### config.mk
export PLATFORM = sky130hd
export DESIGN_NAME = cdcm_rx_init_ctrl
export DESIGN_NICKNAME = d
export VERILOG_FILES = /design/src/rtl/cdcm_rx_init_ctrl.sv
export SDC_FILE = /design/constraint.sdc
export NUM_CORES = 1
export LEC_CHECK = 0
export ABC_CLOCK_PERIOD_IN_PS = 3100
export BUFFER_PORTS_ARGS = -buffer_cell sky130_fd_sc_hd__buf_2
export CAP_MARGIN = 20
export CORE_ASPECT_RATIO = 1.5
export CORE_MARGIN = 2
export CORE_UTILIZATION = 60
export CTS_CLUSTER_DIAMETER = 60
export CTS_CLUSTER_SIZE = 12
export DETAILED_ROUTE_END_ITERATION = 10
export PLACE_DENSITY = 0.8
export SLEW_MARGIN = 15
export SYNTH_ARGS = -nofsm -noshare
export SYNTH_HDL_FRONTEND = slang
export SYNTH_SLANG_ARGS = --single-unit
### constraint.sdc
create_clock -name clkDivIn -period 3.1 [get_ports clkDivIn]
set_input_delay 0.155 -clock clkDivIn [delete_from_list [all_inputs] [get_ports clkDivIn]]
set_output_delay 0.155 -clock clkDivIn [all_outputs]
set_load 0.005 [all_outputs]
### src/rtl/cdcm_rx_init_ctrl.sv
// -----------------------------------------------------------------------------
// cdcm_rx_init_ctrl
// Link-initialisation sequencer for one CDCM 8:1 receive lane. It sweeps all 32
// IDELAY coarse taps and grades each tap by word stability. It keeps the first
// widest run of good taps, loads the centre of that run, and then bitslips until
// the deserialised word equals the idle pattern. Finally it re-enables VTC and
// flags done.
//
// Ports
//   clkDivIn      in   word clock, all logic on the rising edge
//   ioReset       in   synchronous active-high reset
//   initStart     in   1-cycle start/restart pulse (honoured in IDLE/DONE/ERROR)
//   dOutToDevice  in   deserialised word from the rx lane (post-bitslip mux)
//   tapIn         out  coarse tap to load (CNTVALUEIN = {tapIn,4'h0})
//   rstIDelay     out  1-cycle LOAD strobe to the delay lines
//   EN_VTC        out  VTC enable to the delay lines
//   bitslip       out  1-cycle bitslip strobe
//   initDone      out  lane aligned, held until restart/reset
//   initError     out  no eye or no pattern lock, held until restart/reset
//   bestTap       out  chosen centre tap
//   windowLen     out  length of the chosen window (0..32)
// -----------------------------------------------------------------------------
module cdcm_rx_init_ctrl #(
  parameter int unsigned             kDevW        = 8,
  parameter logic [kDevW-1:0]        kIdlePattern = 8'h5C,
  parameter int unsigned             kVtcWait     = 16,
  parameter int unsigned             kSettleCyc   = 8,
  parameter int unsigned             kCheckCyc    = 256,
  parameter int unsigned             kMinWindow   = 4
) (
  input  logic             clkDivIn,
  input  logic             ioReset,
  input  logic             initStart,
  input  logic [kDevW-1:0] dOutToDevice,
  output logic [4:0]       tapIn,
  output logic             rstIDelay,
  output logic             EN_VTC,
  output logic             bitslip,
  output logic             initDone,
  output logic             initError,
  output logic [4:0]       bestTap,
  output logic [5:0]       windowLen
);

  // One shared wait/sample counter sized for the longest interval.
  localparam int unsigned kCntMaxA = (kVtcWait > kSettleCyc) ? kVtcWait : kSettleCyc;
  localparam int unsigned kCntMax  = (kCntMaxA > kCheckCyc) ? kCntMaxA : kCheckCyc;
  localparam int unsigned kCntW    = $clog2(kCntMax + 1);
  localparam int unsigned kSlipW   = (kDevW > 1) ? $clog2(kDevW) : 1;

  typedef enum logic [3:0] {
    ST_IDLE,
    ST_VTC_OFF,
    ST_LOAD,
    ST_SETTLE,
    ST_CHECK,
    ST_CENTRE,
    ST_ALIGN_CHK,
    ST_VTC_ON,
    ST_DONE,
    ST_ERROR
  } state_e;

  state_e             state_q;
  logic [kCntW-1:0]   cnt_q;
  logic [4:0]         tap_q;
  logic               rst_idelay_q;
  logic               en_vtc_q;
  logic               bitslip_q;
  logic               done_q;
  logic               error_q;
  logic [4:0]         best_tap_q;
  logic [5:0]         window_len_q;
  logic [5:0]         run_len_q;
  logic [4:0]         run_start_q;
  logic [5:0]         best_len_q;
  logic [4:0]         best_start_q;
  logic [kDevW-1:0]   word_ref_q;
  logic               tap_bad_q;
  logic               from_scan_q;
  logic [kSlipW-1:0]  slip_cnt_q;

  // Grade of the tap being closed out and the resulting run/centre values.
  logic       tap_good_c;
  logic [5:0] run_len_nxt_c;
  logic [4:0] run_start_nxt_c;
  logic [4:0] centre_c;

  always_comb begin
    tap_good_c      = !tap_bad_q && (dOutToDevice == word_ref_q);
    run_len_nxt_c   = tap_good_c ? (run_len_q + 6'd1) : 6'd0;
    run_start_nxt_c = (tap_good_c && (run_len_q == 6'd0)) ? tap_q : run_start_q;
    // best_start + floor(best_len/2) never exceeds 31 for a run inside 0..31.
    centre_c        = 5'(6'(best_start_q) + (best_len_q >> 1));
  end

  // Sequencer: scan, centre, align, then hand VTC back to the delay lines.
  always_ff @(posedge clkDivIn) begin
    if (ioReset) begin
      state_q      <= ST_IDLE;
      cnt_q        <= '0;
      tap_q        <= '0;
      rst_idelay_q <= 1'b0;
      en_vtc_q     <= 1'b1;
      bitslip_q    <= 1'b0;
      done_q       <= 1'b0;
      error_q      <= 1'b0;
      best_tap_q   <= '0;
      window_len_q <= '0;
      run_len_q    <= '0;
      run_start_q  <= '0;
      best_len_q   <= '0;
      best_start_q <= '0;
      word_ref_q   <= '0;
      tap_bad_q    <= 1'b0;
      from_scan_q  <= 1'b1;
      slip_cnt_q   <= '0;
    end else begin
      // Strobes are single-cycle: they drop unless re-armed below.
      rst_idelay_q <= 1'b0;
      bitslip_q    <= 1'b0;

      case (state_q)
        ST_IDLE, ST_DONE, ST_ERROR: begin
          if (initStart) begin
            state_q      <= ST_VTC_OFF;
            en_vtc_q     <= 1'b0;
            done_q       <= 1'b0;
            error_q      <= 1'b0;
            tap_q        <= '0;
            best_tap_q   <= '0;
            window_len_q <= '0;
            run_len_q    <= '0;
            run_start_q  <= '0;
            best_len_q   <= '0;
            best_start_q <= '0;
            tap_bad_q    <= 1'b0;
            slip_cnt_q   <= '0;
            from_scan_q  <= 1'b1;
            cnt_q        <= '0;
          end
        end

        ST_VTC_OFF: begin
          if (cnt_q == kCntW'(kVtcWait - 1)) begin
            cnt_q   <= '0;
            state_q <= ST_LOAD;
          end else begin
            cnt_q <= cnt_q + kCntW'(1);
          end
        end

        // tapIn was updated on entry here, so it is stable a cycle before the strobe.
        ST_LOAD: begin
          rst_idelay_q <= 1'b1;
          cnt_q        <= '0;
          state_q      <= ST_SETTLE;
        end

        ST_SETTLE: begin
          if (cnt_q == kCntW'(kSettleCyc - 1)) begin
            cnt_q   <= '0;
            state_q <= from_scan_q ? ST_CHECK : ST_ALIGN_CHK;
          end else begin
            cnt_q <= cnt_q + kCntW'(1);
          end
        end

        // First word is the reference; every later word must match it.
        ST_CHECK: begin
          if (cnt_q == '0) begin
            word_ref_q <= dOutToDevice;
            tap_bad_q  <= 1'b0;
            cnt_q      <= cnt_q + kCntW'(1);
          end else if (cnt_q != kCntW'(kCheckCyc - 1)) begin
            if (dOutToDevice != word_ref_q) begin
              tap_bad_q <= 1'b1;
            end
            cnt_q <= cnt_q + kCntW'(1);
          end else begin
            cnt_q       <= '0;
            run_len_q   <= run_len_nxt_c;
            run_start_q <= run_start_nxt_c;
            // Strict compare keeps the earliest of equally wide windows.
            if (run_len_nxt_c > best_len_q) begin
              best_len_q   <= run_len_nxt_c;
              best_start_q <= run_start_nxt_c;
            end
            if (tap_q == 5'd31) begin
              state_q <= ST_CENTRE;
            end else begin
              tap_q   <= tap_q + 5'd1;
              state_q <= ST_LOAD;
            end
          end
        end

        ST_CENTRE: begin
          if (best_len_q < 6'(kMinWindow)) begin
            state_q  <= ST_ERROR;
            error_q  <= 1'b1;
            en_vtc_q <= 1'b1;
          end else begin
            best_tap_q   <= centre_c;
            window_len_q <= best_len_q;
            tap_q        <= centre_c;
            slip_cnt_q   <= '0;
            from_scan_q  <= 1'b0;
            state_q      <= ST_LOAD;
          end
        end

        // Every word of the window must equal the idle pattern; otherwise slip once.
        ST_ALIGN_CHK: begin
          if (dOutToDevice != kIdlePattern) begin
            cnt_q <= '0;
            if (slip_cnt_q == kSlipW'(kDevW - 1)) begin
              state_q  <= ST_ERROR;
              error_q  <= 1'b1;
              en_vtc_q <= 1'b1;
            end else begin
              bitslip_q  <= 1'b1;
              slip_cnt_q <= slip_cnt_q + kSlipW'(1);
              state_q    <= ST_SETTLE;
            end
          end else if (cnt_q == kCntW'(kCheckCyc - 1)) begin
            cnt_q    <= '0;
            en_vtc_q <= 1'b1;
            state_q  <= ST_VTC_ON;
          end else begin
            cnt_q <= cnt_q + kCntW'(1);
          end
        end

        ST_VTC_ON: begin
          done_q  <= 1'b1;
          state_q <= ST_DONE;
        end

        default: begin
          state_q <= ST_IDLE;
        end
      endcase
    end
  end

  assign tapIn     = tap_q;
  assign rstIDelay = rst_idelay_q;
  assign EN_VTC    = en_vtc_q;
  assign bitslip   = bitslip_q;
  assign initDone  = done_q;
  assign initError = error_q;
  assign bestTap   = best_tap_q;
  assign windowLen = window_len_q;

endmodule

# Word level (Yosys, flattened, before mapping)
# Cells that the tools add are included.
word_totals:
  in_bits: 11
  ff_bits: 69
  word_cells: 156
classes:
  n_addsub: 5
  n_bitwise: 2
  magnitude_cmp: 2
  reduce_logical: 26
  muxes: 69
  eq_ne: 34
op_table:
  columns: ["op", "n"]
  rows:
  - ["9-bit 2-to-1 mux", 7]
  - ["5-bit 2-to-1 mux", 11]
  - ["9-bit one-hot mux with 6 select lines", 1]
  - ["6-bit 2-to-1 mux", 8]
  - ["4-bit 2-to-1 mux", 9]
  - ["6-bit one-hot mux with 2 select lines", 3]
  - ["4-bit one-hot mux with 8 select lines", 1]
  - ["5-bit one-hot mux with 2 select lines", 3]
  - ["2-bit inequality test, second input constant", 12]
  - ["5-bit AND reduction", 4]
  - ["4-bit by 3-bit == test with 1-bit output, second input constant", 4]
  - ["3-bit 2-to-1 mux", 5]
  - ["5-bit one-hot mux with 3 select lines", 1]
  - ["1-bit 2-to-1 mux", 13]
  - ["3-bit inequality test, second input constant", 4]
  - ["6-bit AND reduction", 2]
  - ["9-bit by 1-bit adder with 9-bit output, second input constant", 1]
  - ["9-bit by 3-bit == test with 1-bit output, second input constant", 1]
  - ["9-bit by 4-bit == test with 1-bit output, second input constant", 1]
  - ["9-bit by 8-bit == test with 1-bit output, second input constant", 1]
  - ["9-bit logical NOT", 1]
  - ["9-bit by 8-bit inequality test with 1-bit output, second input constant", 1]
  - ["3-bit one-hot mux with 3 select lines", 1]
  - ["4-bit by 2-bit == test with 1-bit output, second input constant", 2]
  - ["28 further kinds", 41]

# Logic depth before layout (Yosys ltp)
# Gate-level depths: netlist (run 1).
depth:
  ltp_word: 8
  mapped_depth: 11

# Worst setup path before layout (run 1)
# Ideal clock, no wire load.
synth_path:
  kind: "register to register"
  start: "register word_ref_q[0]"
  end: "register best_start_q[0]"
  setup_ns: 0.092
  arrival_ns: 2.469
  path_stages_with_launch: 11
  setup_slack_ns: 0.539
  synth_period_minus_slack_ns: 2.561
  path_cell_list: "dfxtp_1 -> xnor2_1 -> nand4_1 -> nor3_1 -> and2_1 -> ha_1 -> a21o_1 -> o31ai_1 -> a21oi_1 -> buf_4 -> o32ai_1"
synth_between:
  elab_chain_cells: 8
synth_lines:
  columns: ["item", "line_no", "rtl"]
  rows:
  - ["start: declaration", "78", "logic [kDevW-1:0] word_ref_q;"]
  - ["start signal: assignment", "172", "word_ref_q <= dOutToDevice;"]
  - ["8-bit == test *", "90", "tap_good_c = !tap_bad_q && (dOutToDevice == word_ref_q);"]
  - ["1-bit logical AND *", "90", null]
  - ["branches (longest 6 deep; another with 6-bit greater-than comparator)", null, null]
  - ["end signal: assignment", "187", "best_start_q <= run_start_nxt_c;"]
  - ["end: declaration", "77", "logic [4:0] best_start_q;"]
# Every way passes the cells marked *. The select of a mux whose other input is x is not followed.
# A chain may end at the register's enable or synchronous reset.

# Final worst setup path (run 1)
layout_path:
  start: "register cnt_q[3]"
  end: "register state_q[0]"
layout_between:
  elab_chain_cells: 3
layout_lines:
  columns: ["item", "line_no", "rtl"]
  rows:
  - ["start: declaration", "65", "logic [kCntW-1:0] cnt_q;"]
  - ["start signal: assignment", "149", "cnt_q <= cnt_q + kCntW'(1);"]
  - ["start signal: assignment", "165", "cnt_q <= cnt_q + kCntW'(1);"]
  - ["start signal: assignment", "174", "cnt_q <= cnt_q + kCntW'(1);"]
  - ["9-bit by 8-bit == test with 1-bit output, or another cell as far along", "226", "end else if (cnt_q == kCntW'(kCheckCyc - 1)) begin"]
  - ["3-bit inequality test (no line) / 2-bit inequality test (equally long branches)", null, null]
  - ["6-bit AND reduction (no line) *", null, null]
  - ["end signal: assignment", "163", "state_q <= from_scan_q ? ST_CHECK : ST_ALIGN_CHK;"]
  - ["end: declaration", "64", "state_e state_q;"]
# Every way passes the cells marked *; elsewhere a longest branch is shown, timed or not.

==> flow_summary_export.csv, run 1 <==
group,metric,value,unit
final_layout,final_common_cell,"dfxtp_1",
routing,drt_pass1_iterations,5,
logic_synthesis,yosys_most_used_dff,"dfxtp_1",
routing,wl,9680,µm
die,rows,35,
timing,setup_violations,0,
clock_tree,post-cts-setup-buffers,0,
flow_run,drv_cap,0,
global_route,grt_first_pass_wirelength,15500,µm
routing,drtIter0Drc,271,
final_layout,area_growth,14.0,%
critical_path,critical_path_class,"register to register",
timing,fmax,338,MHz
clock_tree,insertion_delay,0.35,ns
die,ios,32,
logic_synthesis,syn-num-nets,472,
critical_path,start_kind,"register",
critical_path,crit_buf_inv,1,
worst_hold_path,hp-class,"input port to register",
placed_design,place_area,4130,µm²
critical_path,cpMaxStageDelayCell,"or4_4",
timing,min_period,2.96,ns
critical_path,path_max_fanout,11,
pwr,p_leak,0.00173,µW
global_route,grt_max_degree,50,
logic_synthesis,syn_avg_cell_area,8.64,µm²
final_layout,finalNetCount,517,
routing,wl_per_cell,17.2,µm
pwr,power_density,577,nW/µm²
timing,tightest_slew,0.822,ns
logic_synthesis,seq_area_frac_synth,0.363,
clock_tree,postCtsHoldBufs,0,
pwr,pwr-share-clk,0.291,
critical_path,crit_path_cell_trace,"and3_1 > and3_1 > nand3_1 > inv_1 > ha_1 > nor2_1 > or2_2 > or4_4 > o311a_1",
placed_design,hpwlAfterDp,6960,µm
critical_path,required,3.35,ns
placed_design,place_ws,-0.101,ns
clock_tree,cts_tree,"built",
logic_synthesis,synth_edf_count,0,
routing,vias_per_cell,6.29,
global_route,antenna_found_initial,0,
die,die_area,7000,µm²
logic_synthesis,syn_inst,440,
critical_path,crit_path_end_kind,"register",
timing,clock_skew,0.00563,ns
pwr,ir_drop,0.000337,V
pwr,pwr-share-comb,0.306,
pwr,seqPwrFrac,0.403,
timing,period_share,0.953,
clock_tree,max-clock-path-buffers,2,
timing,slew-limit-headroom,0.447,
logic_synthesis,syn_area,3800,µm²
clock_tree,cts.htree.levels,3,
timing,fin_ws,0.145,ns
timing,rsz0062_at_grt,"no",
timing,slew_viol_final,0,
die,die_h,101,µm
die,die_x,69.0,µm
pwr,internal_power,1640,µW
routing,route.vias.total,3539,
pwr,switching_share,0.345,
final_layout,diodes,0,
routing,antenna_left,0,
critical_path,crit_top_cell,"and3_1",
global_route,grt_pass1_vias,3381,
placed_design,portBuffers,31,
clock_tree,numCtsBuffers,9,
final_layout,fillCellCount,504,
clock_tree,clock_sinks,69,
global_route,grtUsageTotal,0.297,
final_layout,stdcell_area,4330,µm²
logic_synthesis,yosys_warnings,0,
routing,drc,0,
outcome,status,"completed",
die,fp.coreArea,6130,µm²
die,initial_core_util,0.620,
clock_tree,cts-root-buf,"clkbuf_8",
logic_synthesis,async_flop_share,0,
clock_tree,clk_pin_slew,0.07,ns
critical_path,slowest_delay,0.61,ns
critical_path,critPathTopFamily,"simple AND/OR/NAND/NOR gates",
placed_design,gp_congestion,0.912,
logic_synthesis,ys_seq_elements,69,
logic_synthesis,yosysUniqueCellTypes,61,
pwr,p_switching,862,µW
final_layout,drive_gt1_frac,0.178,
timing,hold_violations,0,
pwr,power,2500,µW
final_layout,layout_common_cells,"dfxtp_1, nor2_1, nand2_1, a21oi_1, buf_2",
critical_path,crit_arrival,3.20,ns
global_route,grt_overflow,0,
==> path summary, 6_finish.rpt <==
kind	startpoint	endpoint	slack [ns]	cells after the start
min	dOutToDevice[7]	word_ref_q[7]$_SDFFE_PP0P_	0.08	3
min reg2reg	bestTap[4]$_SDFFE_PP0P_	bestTap[4]$_SDFFE_PP0P_	0.46	2
max reg2reg	cnt_q[3]$_SDFFE_PP0P_	state_q[0]$_SDFFE_PP0P_	0.14	9
max	cnt_q[3]$_SDFFE_PP0P_	state_q[0]$_SDFFE_PP0P_	0.14	9
==> worst min-delay path: stages <==
cell     delay, ns
buf_2         0.10
mux2i_1       0.06
nor2_1        0.08
==> kinds of logic (layout without fill, tap and decap cells) <==
group                      after synthesis  count (layout)  share of synthesized area
and+or+nand+nor                        157             157                      0.219
adders and majority gates               21              21                     0.0711
muxes                                   23              23                     0.0612
xor gates and xnor gates                22              22                     0.0507
buffers and inverters                   43              92                     0.0464
DFF                                     69              69                      0.363
AOI/OAI and AO/OA                      105             105                      0.189
==> per-layer routing <==
layer / vias up / share of wire / global-route usage
li1: 1690 / - / -
met1: 1683 / 0.39 / 0.330
met2: 132 / 0.52 / 0.510
met3: 34 / 0.056 / 0.0744
met4: 0 / 0.033 / 0.149
met5: - / 0 / 0
==> what timing repair did <==
item	CTS	global route
gates resized for setup	1	1
endpoints found under the setup margin	2	1
cloned	0	0
==> synth_stat cells, drive strengths merged, types with 2 or more instances <==
| library cell | n | area, µm² |
|---|---|---|
| ha | 20 | 250 |
| dfxtp | 69 | 1380 |
| mux2 | 2 | 22.5 |
| nand2b | 7 | 43.8 |
| xnor2 | 12 | 105 |
| nor3 | 9 | 45.0 |
| xor2 | 10 | 87.6 |
| o21ai | 15 | 75.1 |
| nand3 | 22 | 110 |
| nand2 | 32 | 120 |
| a21o | 4 | 30.0 |
| o21bai | 2 | 15.0 |
| a31oi | 5 | 31.3 |
| nand3b | 2 | 15.0 |
| inv | 22 | 82.6 |
| a22oi | 11 | 82.6 |
| or2 | 3 | 18.8 |
| o41ai | 3 | 33.8 |
| a2111oi | 2 | 17.5 |
| or4 | 2 | 22.5 |
| nor4bb | 2 | 20.0 |
| nor2 | 41 | 154 |
| o32ai | 6 | 52.6 |
| nor2b | 5 | 31.3 |
| and4bb | 2 | 25.0 |
| o31a | 2 | 18.8 |
| nand4 | 5 | 31.3 |
| o311a | 2 | 31.3 |
| a211oi | 3 | 22.5 |
| clkbuf | 15 | 56.3 |
| and2 | 6 | 37.5 |
| a21oi | 32 | 160 |
| and3 | 4 | 25.0 |
| o22ai | 2 | 12.5 |
| or3 | 2 | 12.5 |
| o2111ai | 5 | 43.8 |
| buf | 5 | 33.8 |
| o31ai | 4 | 30.0 |
| mux2i | 21 | 210 |
| nor4 | 7 | 62.6 |
==> power groups by stage <==
stage / Combinational, µW / Clock, µW / Sequential [µW]
after floorplan: 538 / 0 / 1010
after global placement: 734 / 0 / 1020
after detailed placement: 743 / 0 / 1030
after CTS: 749 / 732 / 1010
after global routing: 836 / 762 / 1010
final: 766 / 727 / 1010
==> metrics by stage <==
stage | util | TNS (ns) | instances | hold WS [ns]
after floorplan | - | 0 | 440 | 0.302
after global placement | 0.674 | 0 | 548 | 0.426
after detailed placement | 0.674 | -0.101 | 548 | 0.444
after CTS | 0.706 | 0 | 563 | 0.0747
after global routing | 0.707 | 0 | 563 | 0.0994
final | 0.707 | 0 | 563 | 0.0813
==> flip-flops by register name, summed over array words and instances (netlist names) <==
signal / cells
EN_VTC: 1
bestTap: 5
best_len_q: 6
best_start_q: 5
bitslip: 1
cnt_q: 9
from_scan_q: 1
initDone: 1
initError: 1
rstIDelay: 1
run_len_q: 6
run_start_q: 5
slip_cnt_q: 3
state_q: 4
tapIn: 5
tap_bad_q: 1
windowLen: 6
word_ref_q: 8
==> final cells by class <==
cell class	count	area (µm²)	area share
Multi-Input combinational cell	328	2250	0.520
Sequential cell	69	1380	0.319
Timing Repair Buffer	54	328	0.0757
Clock buffer	11	141	0.0326
Tap cell	74	92.6	0.0214
Inverter	23	86.3	0.0199
Clock inverter	4	48.8	0.0113
Note: power is estimated with default switching activity, not from simulation.
==> run 2, diff against run 1 <==
- CTS_BUF_LIST: default -> sky130_fd_sc_hd__clkbuf_4 sky130_fd_sc_hd__clkbuf_8
- REMOVE_ABC_BUFFERS: default -> 1
==> run 2 against run 1 <==
Compared with the run above: clock-buffer cell count did not move; flip-flop and latch count is the same; via count is 1.4% lower; final area fell by 1.7%; wire length shrank 2.0%; die area unchanged; maximum frequency up 2.6%; non-clock buffer count decreased by 8; combinational power is 4.7% lower; worst setup slack improved by 0.075 ns; critical path type unchanged; critical endpoint unchanged; largest power group unchanged.
==> flow_summary_export.csv, run 2 (synthesis gave the netlist of run 1 again) <==
group,metric,value,unit
final_layout,diodes,0,
critical_path,ff2ff_path_depth,9,
clock_tree,post-cts-setup-buffers,0,
pwr,p_leak,0.00167,µW
critical_path,critical_path_class,"register to register",
timing,clock_skew,0.0103,ns
routing,drtIter0Drc,236,
pwr,power_density,565,nW/µm²
routing,vias_per_cell,6.27,
placed_design,dp_cells,540,
critical_path,crit_path_end_kind,"register",
final_layout,fin_cells,556,
pwr,ir_drop,0.000402,V
critical_path,cp-endpoint,"state_q[0]$_SDFFE_PP0P_",
timing,tightest_slew,0.886,ns
routing,drc,0,
placed_design,gp_congestion,0.859,
timing,slew_viol_final,0,
critical_path,crit_arrival,3.11,ns
critical_path,path_max_fanout,11,
final_layout,layout_common_cells,"dfxtp_1, nor2_1, a21oi_1, nand2_1, buf_2",
clock_tree,clock_sinks,69,
pwr,pwr-share-comb,0.303,
pwr,pwr-share-clk,0.279,
pwr,p_switching,862,µW
die,fp.coreArea,6130,µm²
timing,slew-limit-headroom,0.405,
final_layout,top_register,"cnt_q",
final_layout,finalNetCount,509,
timing,hold_violations,0,
final_layout,reg_top3,"cnt_q (9), word_ref_q (8)",
final_layout,final_common_cell,"dfxtp_1",
clock_tree,clk_pin_slew,0.07,ns
timing,period_share,0.929,
critical_path,ff2ff_setup_slack,0.22,ns
final_layout,multi_input_area,2250,µm²
timing,setup_violations,0,
die,initial_core_util,0.620,
timing,holdWs,0.0853,ns
global_route,grt_overflow,0,
global_route,grt_first_pass_wirelength,15500,µm
timing,final.setup.tns,0,ns
timing,fmax,347,MHz
routing,route.vias.total,3488,
routing,wl_per_cell,17.1,µm
clock_tree,cts.htree.levels,3,
routing,wl,9480,µm
pwr,power,2410,µW
worst_hold_path,hp-class,"input port to register",
pwr,seqPwrFrac,0.417,
final_layout,largest_reg_flops,9,
critical_path,start_kind,"register",
global_route,grtUsageTotal,0.291,
critical_path,reg2reg_to,"state_q[0]$_SDFFE_PP0P_",
pwr,switching_share,0.358,
final_layout,area_growth,12.0,%
critical_path,r2r-start,"cnt_q[2]$_SDFFE_PP0P_",
routing,drt_pass1_iterations,6,
clock_tree,cts_tree,"built",
worst_hold_path,holdCritStartpoint,"dOutToDevice[4]",
routing,antenna_left,0,
critical_path,required,3.33,ns
final_layout,fillCellCount,510,
die,die_area,7000,µm²
die,rows,35,
clock_tree,max-clock-path-buffers,2,
placed_design,hpwlAfterDp,6880,µm
die,die_x,69.0,µm
critical_path,startpoint,"cnt_q[2]$_SDFFE_PP0P_",
global_route,grt_max_degree,32,
final_layout,drive_gt1_frac,0.168,
clock_tree,cts-root-buf,"clkbuf_8",
pwr,internal_power,1540,µW
outcome,status,"completed",
die,die_h,101,µm
clock_tree,insertion_delay,0.35,ns
global_route,grt_pass1_vias,3409,
global_route,antenna_found_initial,0,
timing,rsz0062_at_grt,"no",
flow_run,drv_cap,0,
clock_tree,numCtsBuffers,9,
final_layout,seqCellArea,1380,µm²
timing,min_period,2.88,ns
die,ios,32,
final_layout,final_util,0.694,
placed_design,portBuffers,31,
run 2: cell types whose count changed in the layout (fill, tap and decap cells not counted), sizes merged:
cell and delta:
buf -8, bufinv -1, clkinvlp +3, clkinv -1
run 2: power groups by stage:
| stage | combinational [µW] | sequential (µW) | clock (µW) |
|---|---|---|---|
| floorplan | 458 | 1040 | 0 |
| detailed placement | 718 | 1020 | 0 |
| CTS | 722 | 1000 | 677 |
| finish | 730 | 1000 | 672 |
| global route | 800 | 1010 | 713 |
| global placement | 703 | 1020 | 0 |
run 2: worst min-delay path by stage:
stage                                             to  slack (ns)  cells after the start
after floorplan              bestTap[2]$_SDFFE_PP0P_        0.22                      1
after global placement    word_ref_q[4]$_SDFFE_PP0P_        0.43                      3
after detailed placement  word_ref_q[4]$_SDFFE_PP0P_        0.43                      3
after CTS                 word_ref_q[4]$_SDFFE_PP0P_        0.08                      3
after global routing      word_ref_q[7]$_SDFFE_PP0P_        0.12                      3
final                     word_ref_q[4]$_SDFFE_PP0P_        0.09                      3
run 2: layout make-up:
class,instances,area share
clock buffer,11,0.0341
clock inverter,5,0.00852
inverter,23,0.0203
multi-input combinational,328,0.528
sequential,69,0.324
tap,74,0.0217
timing repair buffer,46,0.0629
run 2: through the flow:
stage / instance area (µm²) / setup WS, ns
6_report: 4260 / 0.219
5_1_grt: 4260 / 0.0464
4_1_cts: 4250 / 0.228
3_5_place_dp: 4070 / 0.259
3_3_place_gp: 4070 / 0.384
2_1_floorplan: 3710 / -0.0312
run 2: per-layer routing:
layer  routed length (µm)  GRT usage  vias to the layer above
li1                     -          -                     1680
met1                 3640      0.312                     1651
met2                 5020      0.519                      122
met3                  442     0.0533                       35
met4                  370      0.160                        0
met5                    0          0                        -
run 2: timing repair:
item	CTS	global route
resized for setup	0	1
hold buffers	0	0
endpoints found under the setup margin	0	1
run 2: critical path, cell delays in order (launching register included):
cell     delay (ns)
dfxtp_1        0.42
and3_1         0.23
and3_1         0.20
nand3_1        0.11
inv_1          0.07
ha_1           0.27
nor2_1         0.11
or2_2          0.40
or4_4          0.59
o311a_1        0.37
==> run 3, diff against run 2 <==
- RECOVER_POWER: default -> 50
==> run 3 against run 2 <==
Compared with the run above: sequential share of layout area grew 0.19 points; register-to-register slack about the same; total power fell by 0.12%; maximum frequency grew 0.24%; worst setup slack improved by 0.0068 ns; hold slack worse by 0.0033 ns; utilization shrank 0.41 points; cell count did not move; non-clock buffer count stayed put; clock power rose by 0.6%; die area did not move; via count grew 0.43%; critical path type unchanged; largest power group unchanged.
==> flow_summary_export.csv, run 3 (synthesis gave the netlist of run 1 again) <==
group,metric,value,unit
pwr,ir_drop,0.000402,V
pwr,power,2400,µW
global_route,grt.busiest_layer,"met2",
die,die_area,7000,µm²
timing,final.setup.tns,0,ns
critical_path,crit_path_end_kind,"register",
pwr,power_density,568,nW/µm²
die,die_h,101,µm
global_route,grtUsageTotal,0.291,
global_route,met1_usage,0.312,
worst_hold_path,hp-class,"input port to register",
final_layout,drive_gt1_frac,0.143,
die,ios,32,
global_route,grt_util_met2,0.519,
routing,wl,9480,µm
die,initial_core_util,0.620,
final_layout,area_growth,11.4,%
critical_path,cpMaxStageDelayCell,"or4b_2",
clock_tree,insertion_delay,0.35,ns
global_route,grt_pass1_vias,3409,
final_layout,diodes,0,
clock_tree,postCtsHoldBufs,0,
final_layout,reg_top3,"cnt_q (9), word_ref_q (8)",
critical_path,slowest_delay,0.80,ns
clock_tree,cts.htree.levels,3,
clock_tree,max-clock-path-buffers,2,
timing,slew_viol_final,0,
global_route,grt_overflow,0,
clock_tree,cts_tree,"built",
placed_design,hpwlAfterDp,6880,µm
die,rows,35,
timing,min_period,2.87,ns
final_layout,final_common_cell,"dfxtp_1",
timing,period_share,0.927,
global_route,grt_first_pass_wirelength,15500,µm
timing,holdWs,0.0820,ns
global_route,antenna_found_initial,0,
critical_path,ff2ff_path_depth,6,
die,fp.coreArea,6130,µm²
outcome,status,"completed",
timing,slew-limit-headroom,0.365,
critical_path,ff2ff_setup_slack,0.23,ns
critical_path,reg2reg_to,"tapIn[3]$_SDFFE_PP0P_",
critical_path,cp-endpoint,"tapIn[3]$_SDFFE_PP0P_",
routing,drt_pass1_iterations,5,
global_route,grt_max_degree,32,
final_layout,largest_reg_flops,9,
timing,rsz0062_at_grt,"no",
flow_run,drv_cap,0,
routing,route.vias.total,3503,
global_route,use_met3,0.0533,
clock_tree,numCtsBuffers,9,
critical_path,critical_path_class,"register to register",
routing,drtIter0Drc,246,
critical_path,required,3.30,ns
die,die_x,69.0,µm
critical_path,r2r-start,"state_q[0]$_SDFFE_PP0P_",
clock_tree,clk_pin_slew,0.08,ns
routing,antenna_left,0,
routing,drc,0,
final_layout,top_register,"cnt_q",
final_layout,layout_common_cells,"dfxtp_1, nor2_1, a21oi_1, nand2_1",
final_layout,fillCellCount,517,
timing,setup_violations,0,
critical_path,startpoint,"state_q[0]$_SDFFE_PP0P_",
pwr,p_leak,0.00162,µW
clock_tree,clock_sinks,69,
timing,clock_skew,0.0120,ns
clock_tree,cts-root-buf,"clkbuf_8",
timing,tightest_slew,0.952,ns
timing,fmax,348,MHz
critical_path,crit_path_cell_trace,"or4b_2 > nor4_1 > clkbuf_1 > nor2_1 > nand2_1 > o32ai_1",
critical_path,crit_arrival,3.08,ns
routing,wl_per_cell,17.1,µm
critical_path,start_kind,"register",
placed_design,portBuffers,31,
critical_path,path_max_fanout,11,
final_layout,finalNetCount,509,
routing,vias_per_cell,6.30,
final_layout,final_util,0.690,
placed_design,gp_congestion,0.859,
timing,hold_violations,0,
run 3: cell count changes in the layout (fill, tap and decap cells not counted):
cell | previous run | this run
buf_4 | 15 | 13
and2_0 | 0 | 1
nor4_2 | 3 | 2
buf_2 | 31 | 22
nor4_1 | 4 | 5
and2_1 | 6 | 5
clkbuf_1 | 0 | 11
run 3: per-stage QoR:
stage,std cells,worst slack [ns],area [µm²]
detailed placement,540,0.259,4070
floorplan,420,-0.0312,3710
global route,556,0.0470,4230
global placement,540,0.384,4070
CTS,556,0.228,4250
finish,556,0.226,4230
run 3: how the worst min path moves through the flow:
stage | cells after the start | end | from
finish | 3 | word_ref_q[4]$_SDFFE_PP0P_ | dOutToDevice[4]
global route | 3 | word_ref_q[7]$_SDFFE_PP0P_ | dOutToDevice[7]
global placement | 3 | word_ref_q[4]$_SDFFE_PP0P_ | dOutToDevice[4]
detailed placement | 3 | word_ref_q[4]$_SDFFE_PP0P_ | dOutToDevice[4]
CTS | 3 | word_ref_q[4]$_SDFFE_PP0P_ | dOutToDevice[4]
floorplan | 1 | bestTap[2]$_SDFFE_PP0P_ | ioReset
run 3: where the power goes:
group / switching, µW / internal (µW) / leakage, µW / total [µW]
Clock: 355 / 321 / 0.0000850 / 676
Sequential: 60.8 / 941 / 0.000557 / 1000
Combinational: 449 / 275 / 0.000978 / 724
run 3: layout make-up:
| type | instances | area, µm² | area share |
|---|---|---|---|
| Clock inverter | 5 | 36.3 | 0.00857 |
| Tap cell | 74 | 92.6 | 0.0219 |
| Clock buffer | 11 | 145 | 0.0343 |
| Timing Repair Buffer | 46 | 249 | 0.0588 |
| Sequential cell | 69 | 1380 | 0.326 |
| Multi-Input combinational cell | 328 | 2240 | 0.530 |
| Inverter | 23 | 86.3 | 0.0204 |
run 3: worst max-delay path, delay by kind of cell (launching register included):
kind,cells,cell delay [ns]
simple gates,4,1.68
buf+inv,1,0.58
compound gates,1,0.10
flops,1,0.36
run 3: timing repair:
item / CTS / global route
endpoints found under the setup margin: 0 / 1
buffers inserted: 0 / 0
resized for setup: 0 / 1
run 3: metal layers:
metal	routed length, µm	up-vias
li1	-	1677
met1	3680	1659
met2	4980	127
met3	439	40
met4	386	0
met5	0	-
